<file path="src/rtl/div_unit.sv">
// Iterative radix-2 restoring divider for MIPS DIV/DIVU in the EX stage.
// Produces {remainder, quotient} after WIDTH iterations; stalls the pipeline while busy.
module div_unit #(
   parameter int WIDTH = 32
) (
   input  logic               clk,
   input  logic               rst,
   input  logic               start_i,
   input  logic               signed_i,
   input  logic               annul_i,
   input  logic [WIDTH-1:0]   a_i,
   input  logic [WIDTH-1:0]   b_i,
   output logic               stall_o,
   output logic               ready_o,
   output logic [2*WIDTH-1:0] result_o
);
   localparam int CW = $clog2(WIDTH) + 1;

   typedef enum logic [1:0] {S_IDLE, S_DIV, S_DONE} state_t;

   state_t             state_q;
   logic [CW-1:0]      cnt_q;
   logic [WIDTH-1:0]   dvd_q, dvs_q, rem_q;
   logic               sgn_q_q, sgn_r_q;
   logic [2*WIDTH-1:0] result_q, prev_q;

   logic [WIDTH:0]     rem_sh, diff;
   logic               geq, accept, last_iter;
   logic [WIDTH-1:0]   rem_d, dvd_d;
   logic [2*WIDTH-1:0] fin_d;

   function automatic logic [WIDTH-1:0] neg_if(input logic en, input logic [WIDTH-1:0] v);
      return en ? -v : v;
   endfunction

   always_comb begin
      rem_sh    = {rem_q, dvd_q[WIDTH-1]};
      diff      = rem_sh - {1'b0, dvs_q};
      // a borrow out of the compare-subtract means the shifted remainder was below the divisor
      geq       = ~diff[WIDTH];
      rem_d     = geq ? diff[WIDTH-1:0] : rem_sh[WIDTH-1:0];
      dvd_d     = {dvd_q[WIDTH-2:0], geq};
      fin_d     = {neg_if(sgn_r_q, rem_d), neg_if(sgn_q_q, dvd_d)};
      accept    = (state_q == S_IDLE) && start_i && !annul_i;
      last_iter = (cnt_q == CW'(WIDTH - 1));
   end

   assign stall_o  = accept || (state_q == S_DIV);
   assign ready_o  = (state_q == S_DONE) && !annul_i;
   assign result_o = result_q;

   always_ff @(posedge clk) begin
      if (rst) begin
         state_q  <= S_IDLE;
         cnt_q    <= '0;
         result_q <= '0;
         prev_q   <= '0;
      end else begin
         case (state_q)
            S_IDLE: begin
               if (accept) begin
                  cnt_q <= '0;
                  if (b_i == '0) begin
                     prev_q   <= result_q;
                     result_q <= {a_i, {WIDTH{1'b1}}};
                     state_q  <= S_DONE;
                  end else begin
                     dvd_q   <= neg_if(signed_i & a_i[WIDTH-1], a_i);
                     dvs_q   <= neg_if(signed_i & b_i[WIDTH-1], b_i);
                     sgn_q_q <= signed_i & (a_i[WIDTH-1] ^ b_i[WIDTH-1]);
                     sgn_r_q <= signed_i & a_i[WIDTH-1];
                     rem_q   <= '0;
                     state_q <= S_DIV;
                  end
               end
            end
            S_DIV: begin
               if (annul_i) begin
                  state_q <= S_IDLE;
               end else begin
                  rem_q <= rem_d;
                  dvd_q <= dvd_d;
                  cnt_q <= cnt_q + CW'(1);
                  if (last_iter) begin
                     prev_q   <= result_q;
                     result_q <= fin_d;
                     state_q  <= S_DONE;
                  end
               end
            end
            default: begin
               // an annulled completion must leave the previously visible result in place
               if (annul_i) result_q <= prev_q;
               state_q <= S_IDLE;
            end
         endcase
      end
   end
endmodule

</file>
<file path="config.mk">
export PLATFORM = sky130hd
export DESIGN_NAME = div_unit
export DESIGN_NICKNAME = d
export VERILOG_FILES = /design/src/rtl/div_unit.sv
export SDC_FILE = /design/constraint.sdc
export NUM_CORES = 1
export LEC_CHECK = 0
export CORE_ASPECT_RATIO = 1.75
export CORE_MARGIN = 4
export CORE_UTILIZATION = 50
export DETAILED_ROUTE_END_ITERATION = 10
export GPL_ROUTABILITY_DRIVEN = 0
export GPL_TIMING_DRIVEN = 0
export PLACE_DENSITY = 0.79
export SETUP_SLACK_MARGIN = 0.1
export SYNTH_ARGS = -nofsm -noshare
export SYNTH_HDL_FRONTEND = slang
export SYNTH_SLANG_ARGS = --single-unit
export TNS_END_PERCENT = 30
</file>
<file path="constraint.sdc">
create_clock -name clk -period 9.7 [get_ports clk]
set_clock_uncertainty 0.15 [all_clocks]
set_input_delay 1.94 -clock clk [delete_from_list [all_inputs] [get_ports clk]]
set_output_delay 1.94 -clock clk [all_outputs]
set_load 0.01 [all_outputs]
</file>
Word level (Yosys, flattened, before mapping)
Cells that the tools add are included.

word-level totals
  register bits = 234
  input port bits = 69
  output and inout port bits = 66

cells by class
  equal/unequal tests = 9
  muxes and demuxes = 32
  $add $sub $neg = 6
  reductions and logical operators = 15
  bitwise operators = 7

operators with widths
  cell                                                             count
  64-bit two-way mux                                               9
  32-bit two-way mux                                               11
  64-bit case mux with 2 select lines                              2
  32-bit negation                                                  4
  32-bit case mux with 2 select lines                              2
  33-bit by 32-bit subtractor with 33-bit output                   1
  32-bit zero test                                                 1
  5-bit AND reduction                                              3
  6-bit two-way mux                                                2
  6-bit case mux with 2 select lines                               1
  2-bit two-way mux                                                4
  2-bit inequality test, second input constant                     4
  6-bit by 1-bit adder with 6-bit output, second input constant    1
  6-bit by 5-bit == test with 1-bit output, second input constant  1
  2-bit case mux with 2 select lines                               1
  4-bit AND reduction                                              1
  1-bit bitwise AND                                                3
  1-bit logical AND                                                3
  3-bit inequality test, second input constant                     1
  1-bit inverter                                                   3
  3-bit AND reduction                                              1
  3-bit nonzero test                                               1
  2-bit by 1-bit == test with 1-bit output, second input constant  1
  2-bit == test, second input constant                             1
  7 further kinds                                                  7

Logic depth before layout (Yosys ltp)
  depth in word-level cells = 7
  depth in mapped cells = 23

Worst setup path after synthesis
OpenSTA, ideal clock, no wires.

  path kind = input port to flip-flop
  start = input b_i[0]
  end = register dvd_q[0] (enable)
  buffers on the path = 0
  stages = 8
  setup time = 582 ps
  arrival time = 7482 ps
  slack = 1486 ps
  cells stage by stage = inv_1 -> ha_1 -> nor4b_1 -> nand2_1 -> nor2_1 -> nand2_1 -> nor2_1 -> a211oi_1

between the ends
  longest elaborated chain between the ends = 3

ends and longest elaborated chain
  what                             RTL line  source
  from (decl)                      12        input logic [WIDTH-1:0] b_i,
  32-bit zero test                 63        if (b_i == '0) begin
  2-bit inequality test (no line)  n/a
  5-bit AND reduction (no line)    n/a
  to (signal assigned)             68        dvd_q <= neg_if(signed_i & a_i[WIDTH-1], a_i);
  to (signal assigned)             82        dvd_q <= dvd_d;
  to (decl)                        23        logic [WIDTH-1:0] dvd_q, dvs_q, rem_q;

No other way between the ends.
A chain may end at the register's enable or synchronous reset.

Worst setup path in the final report
  start = register rem_q[2]
  end = register result_q[60], in the netlist result_o[60]

between the ends
  longest elaborated chain between the ends = 7

ends and longest elaborated chain
  what                                            RTL line  source
  from (decl)                                     23
  from (signal assigned)                          81        rem_q <= rem_d;
  33-bit by 32-bit subtractor with 33-bit output  38        diff = rem_sh - {1'b0, dvs_q};
  32-bit two-way mux *                            41        rem_d = geq ? diff[WIDTH-1:0] : rem_sh[WIDTH-1:0];
  32-bit negation                                 33        return en ? -v : v;
  32-bit two-way mux *                            33
  64-bit two-way mux *                            84        if (last_iter) begin
  64-bit two-way mux *                            78        if (annul_i) begin
  64-bit case mux with 2 select lines *           59        case (state_q)
  to (signal assigned)                            65        result_q <= {a_i, {WIDTH{1'b1}}};
  to (signal assigned)                            86        result_q <= fin_d;
  to (signal assigned)                            93        if (annul_i) result_q <= prev_q;
  to (decl)                                       25        logic [2*WIDTH-1:0] result_q, prev_q;

Mark *: on every way between the ends. The rest lies on a longest branch, timed or not. The select of a mux whose other input is x is not followed.

==> impl_metrics.py <==
metrics = {
    "global_routing": {
        "track_usage_pct": 31.90,
        "grt_pass1_vias": 14731,
        "grt_pass1_wl_mm": 79.62,
        "grt_max_degree": 19,
        "grt-ovfl-total": 0,
        "antenna_found_initial": 5,
    },
    "setup_path": {
        "critPathMaxFanout": 10,
        "cp.buffers_inverters": 5,
        "path_delay_family": "simple AND/OR/NAND/NOR gates",
        "path_class": "flop to flop",
        "worstPathCellList": "ha_1, clkbuf_1, o211a_1, o31a_1, o31ai_1, a21boi_1, nor3_4, nor2_2, buf_6, inv_1, clkbuf_1, buf_1, nor2_1, a21oi_1, ha_1, nand3_1, a211oi_1, a31oi_1, nor4_1, or4b_1, mux2i_1, nor2_1",
        "slowest_delay_ns": 0.99,
        "crit_slowest_cell": "nor4_1",
        "start_kind": "flop",
        "crit_path_end_kind": "flop",
        "cp.required_ns": 9.99,
        "crit_arrival_ns": 8.49,
    },
    "power_and_ir_drop": {
        "p_clk_share_pct": 39.7,
        "ir_drop_mv": 0.1086,
        "pwr-share-seq_pct": 44.6,
        "finalPower_uw": 2378,
        "pwr_density_cell_nw_per_um2": 136.5,
        "static-leakage-power_uw": 0.006078,
        "switching_share_pct": 27.51,
        "p_comb_share_pct": 15.7,
        "power_switching_uw": 654.1,
        "p_int_uw": 1724,
    },
    "finish": {
        "syn2layout_area_growth_pct": 18.37,
        "fin_nets": 2067,
        "drive_gt1_share_pct": 4.504,
        "fin_cells": 2357,
    },
    "yosys": {
        "synth-compound-area-share_pct": 22.76,
        "syn_avg_cell_area_um2": 8.186,
        "synth_fa_ha_area_share_pct": 3.281,
        "synth_mux_area_share_pct": 2.729,
        "synth_area_leader_cell": "edfxtp_1",
        "yosysSeqAreaShare_pct": 38.49,
        "synth_fp_nets": 1905,
        "synth.distinct_cells": 82,
        "yosysTopAreaCellShare_pct": 19.99,
        "yosysWarnings": 0,
        "synthTopCellsByArea": "edfxtp_1 (20%), dfxtp_1 (18%), nand2_1 (8.2%), a21oi_1 (6.1%), xnor2_1 (4.0%)",
        "synth_edf_count": 98,
        "synth_area_um2": 14720,
        "synth_top_flop_cell": "dfxtp_1",
        "async_flop_share_pct": 0,
        "ys_ff_latch": 234,
        "synth-simple-area-share_pct": 20.98,
        "syn_inst": 1798,
        "synth_top_family_by_area": "compound AO/OA/AOI/OAI gates",
        "synthXorXnorAreaFrac_pct": 7.379,
    },
    "drt": {
        "drcViolationCount": 0,
        "vias_per_cell": 6.358,
        "drt_pre_antenna_iters": 8,
        "vias": 14985,
        "ant_nets": 0,
        "wl_mm": 53.29,
        "wire_per_inst_um": 22.61,
        "drtIter0Drc": 1286,
    },
    "clocking": {
        "cts_resized": 0,
        "cts_tree": "done",
        "cts-root-buf": "clkbuf_16",
        "cts_buffer_depth": 3,
        "clkTransAtPathRegs_ns": 0.07,
        "htree_levels": 1,
        "post_cts_buffers": 0,
        "cts.sinks": 234,
        "clk_latency_ns": 0.54,
        "cts_buffers": 23,
        "cts_hold_buf": 0,
    },
    "die": {
        "die-area_um2": 32350,
        "die_x_um": 137.7,
        "core_um2": 28830,
        "initial_utilization_pct": 51.05,
        "die_h_um": 235.0,
        "rows": 82,
        "io_pins": 135,
    },
    "timing": {
        "fmaxAchievable_mhz": 121.9,
        "hold_violations": 0,
        "tightest_slew_ns": 1.230,
        "rsz0062_at_grt": "false",
        "fin_crit_sh_pct": 84.59,
        "tns_ns": 0,
        "maxSlewViolCount": 0,
        "max-slew-margin-rel_pct": 17.22,
        "period_needed_ns": 8.206,
        "setup_viol": 0,
    },
    "placement": {
        "place.port_buffers": 132,
        "dp_hpwl_mm": 40.62,
        "dp.cells": 2313,
    },
    "run": {
        "cap_violations": 0,
    },
    "min_path": {
        "hp-class": "flop to flop",
    },
    "status": {
        "status": "completed",
    },
}
==> flip-flops by register name, indices dropped and copies added (netlist names) <==
signal	cells
prev_q	64
result_o	64
dvd_q	32
dvs_q	32
rem_q	32
cnt_q	6
state_q	2
sgn_q_q	1
sgn_r_q	1
==> worst reg2reg max path: stages (launching register included) <==
cell and delay [ns]:
edfxtp_1 0.51, ha_1 0.33, clkbuf_1 0.18, o211a_1 0.26, o31a_1 0.19, o31ai_1 0.79
a21boi_1 0.30, nor3_4 0.57, nor2_2 0.14, buf_6 0.21, inv_1 0.31, clkbuf_1 0.61
buf_1 0.60, nor2_1 0.08, a21oi_1 0.30, ha_1 0.31, nand3_1 0.12, a211oi_1 0.22
a31oi_1 0.15, nor4_1 0.99, or4b_1 0.56, mux2i_1 0.17, nor2_1 0.06
==> metal layers <==
metal	vias up	GRT usage, %	share of wire, %
met1	6906	30.87	31
met5	-	0	0.043
met4	4	28.32	11
met3	329	7.813	9.4
li1	6832	-	-
met2	914	54.43	48
==> area by class of cell <==
type,instances,area [um^2]
sequential,234,5665
clock inverter,6,58.81
inverter,60,225.2
tap,378,473.0
timing repair buffer,137,1414
fill,2540,11410
antenna,3,7.507
clock buffer,35,723.2
multi-input combinational,1400,8436
buffer,104,419.2
==> through the flow <==
stage          hold slack, ns  util (%)  area, um^2  setup WS [ns]
2_1_floorplan          0.2812         -       14720          1.486
3_3_place_gp           0.2894     57.27       16510         -1.464
3_5_place_dp           0.2959     57.69       16630          1.996
4_1_cts                0.3034     60.40       17410          1.933
5_1_grt                0.3226     60.41       17420          1.258
6_report               0.3028     60.43       17420          1.494
==> kinds of logic after synthesis <==
family	after synthesis
and+or+nand+nor	676
AOI/OAI and AO/OA	524
DFF	234
buffers and inverters	164
xor gates and xnor gates	124
muxes	38
adders and majority gates	38
==> synth_stat cells, drive strengths merged (5+ instances only) <==
library cell  instances
a31o                  5
nand3                26
or2                   7
nand4                 8
xor2                 57
dfxtp               136
nor2                147
a21o                 16
a211o                 5
o31ai                17
o21bai                5
a311oi                7
xnor2                67
o31a                  7
or3                   9
a221oi                6
or4                  19
clkbuf               86
nand2               320
o21a                 10
mux2                 11
o41ai                14
nand3b                7
nor2b                 7
a21oi               181
inv                  58
nor4                 24
a2111oi               8
a31oi                17
edfxtp               98
buf                  18
o221ai               35
mux2i                27
nor3                 34
o22ai                 5
and3                 10
and2                 24
ha                   37
o211ai               15
nand2b               18
o21ai               115
a211oi               21
==> layout by cell type (no fill, tap or decap), types with 10 or more instances in the layout <==
master             n
nand2_1          320
o211ai_1          15
and2_1            24
nand2b_1          18
nor2_1           146
buf_2             11
o21a_1            10
mux2i_1           27
o31ai_1           17
o21ai_0          109
or4_1             18
nand3_1           26
edfxtp_1          98
clkdlybuf4s50_1  132
inv_1             58
o41ai_1           14
clkbuf_16         25
a211oi_1          20
dfxtp_1          136
a31oi_1           17
clkbuf_1          90
nor4_1            24
xnor2_1           67
xor2_1            57
a21o_1            16
o221ai_1          35
ha_1              37
nor3_1            33
a21oi_1          179
==> worst paths after layout <==
| kind | start | to | slack, ns | depth (start not counted) |
|---|---|---|---|---|
| worst max-delay path | rem_q[2] | result_o[60] | 1.49 | 22 |
| worst min-delay path | result_o[11] | result_o[11] | 0.30 | 2 |
| worst max register to register | rem_q[2] | result_o[60] | 1.49 | 22 |
| worst min register to register | result_o[11] | result_o[11] | 0.30 | 2 |
==> power by group through the flow <==
stage,combinational [uW],clock [uW],sequential [uW]
final,373,944,1060
after global routing,398,980,1060
after CTS,358,942,1060
after detailed placement,356,0,1080
after global placement,343,0,1090
after floorplan,225,0,1080
Power figures use the tool's default switching activity.
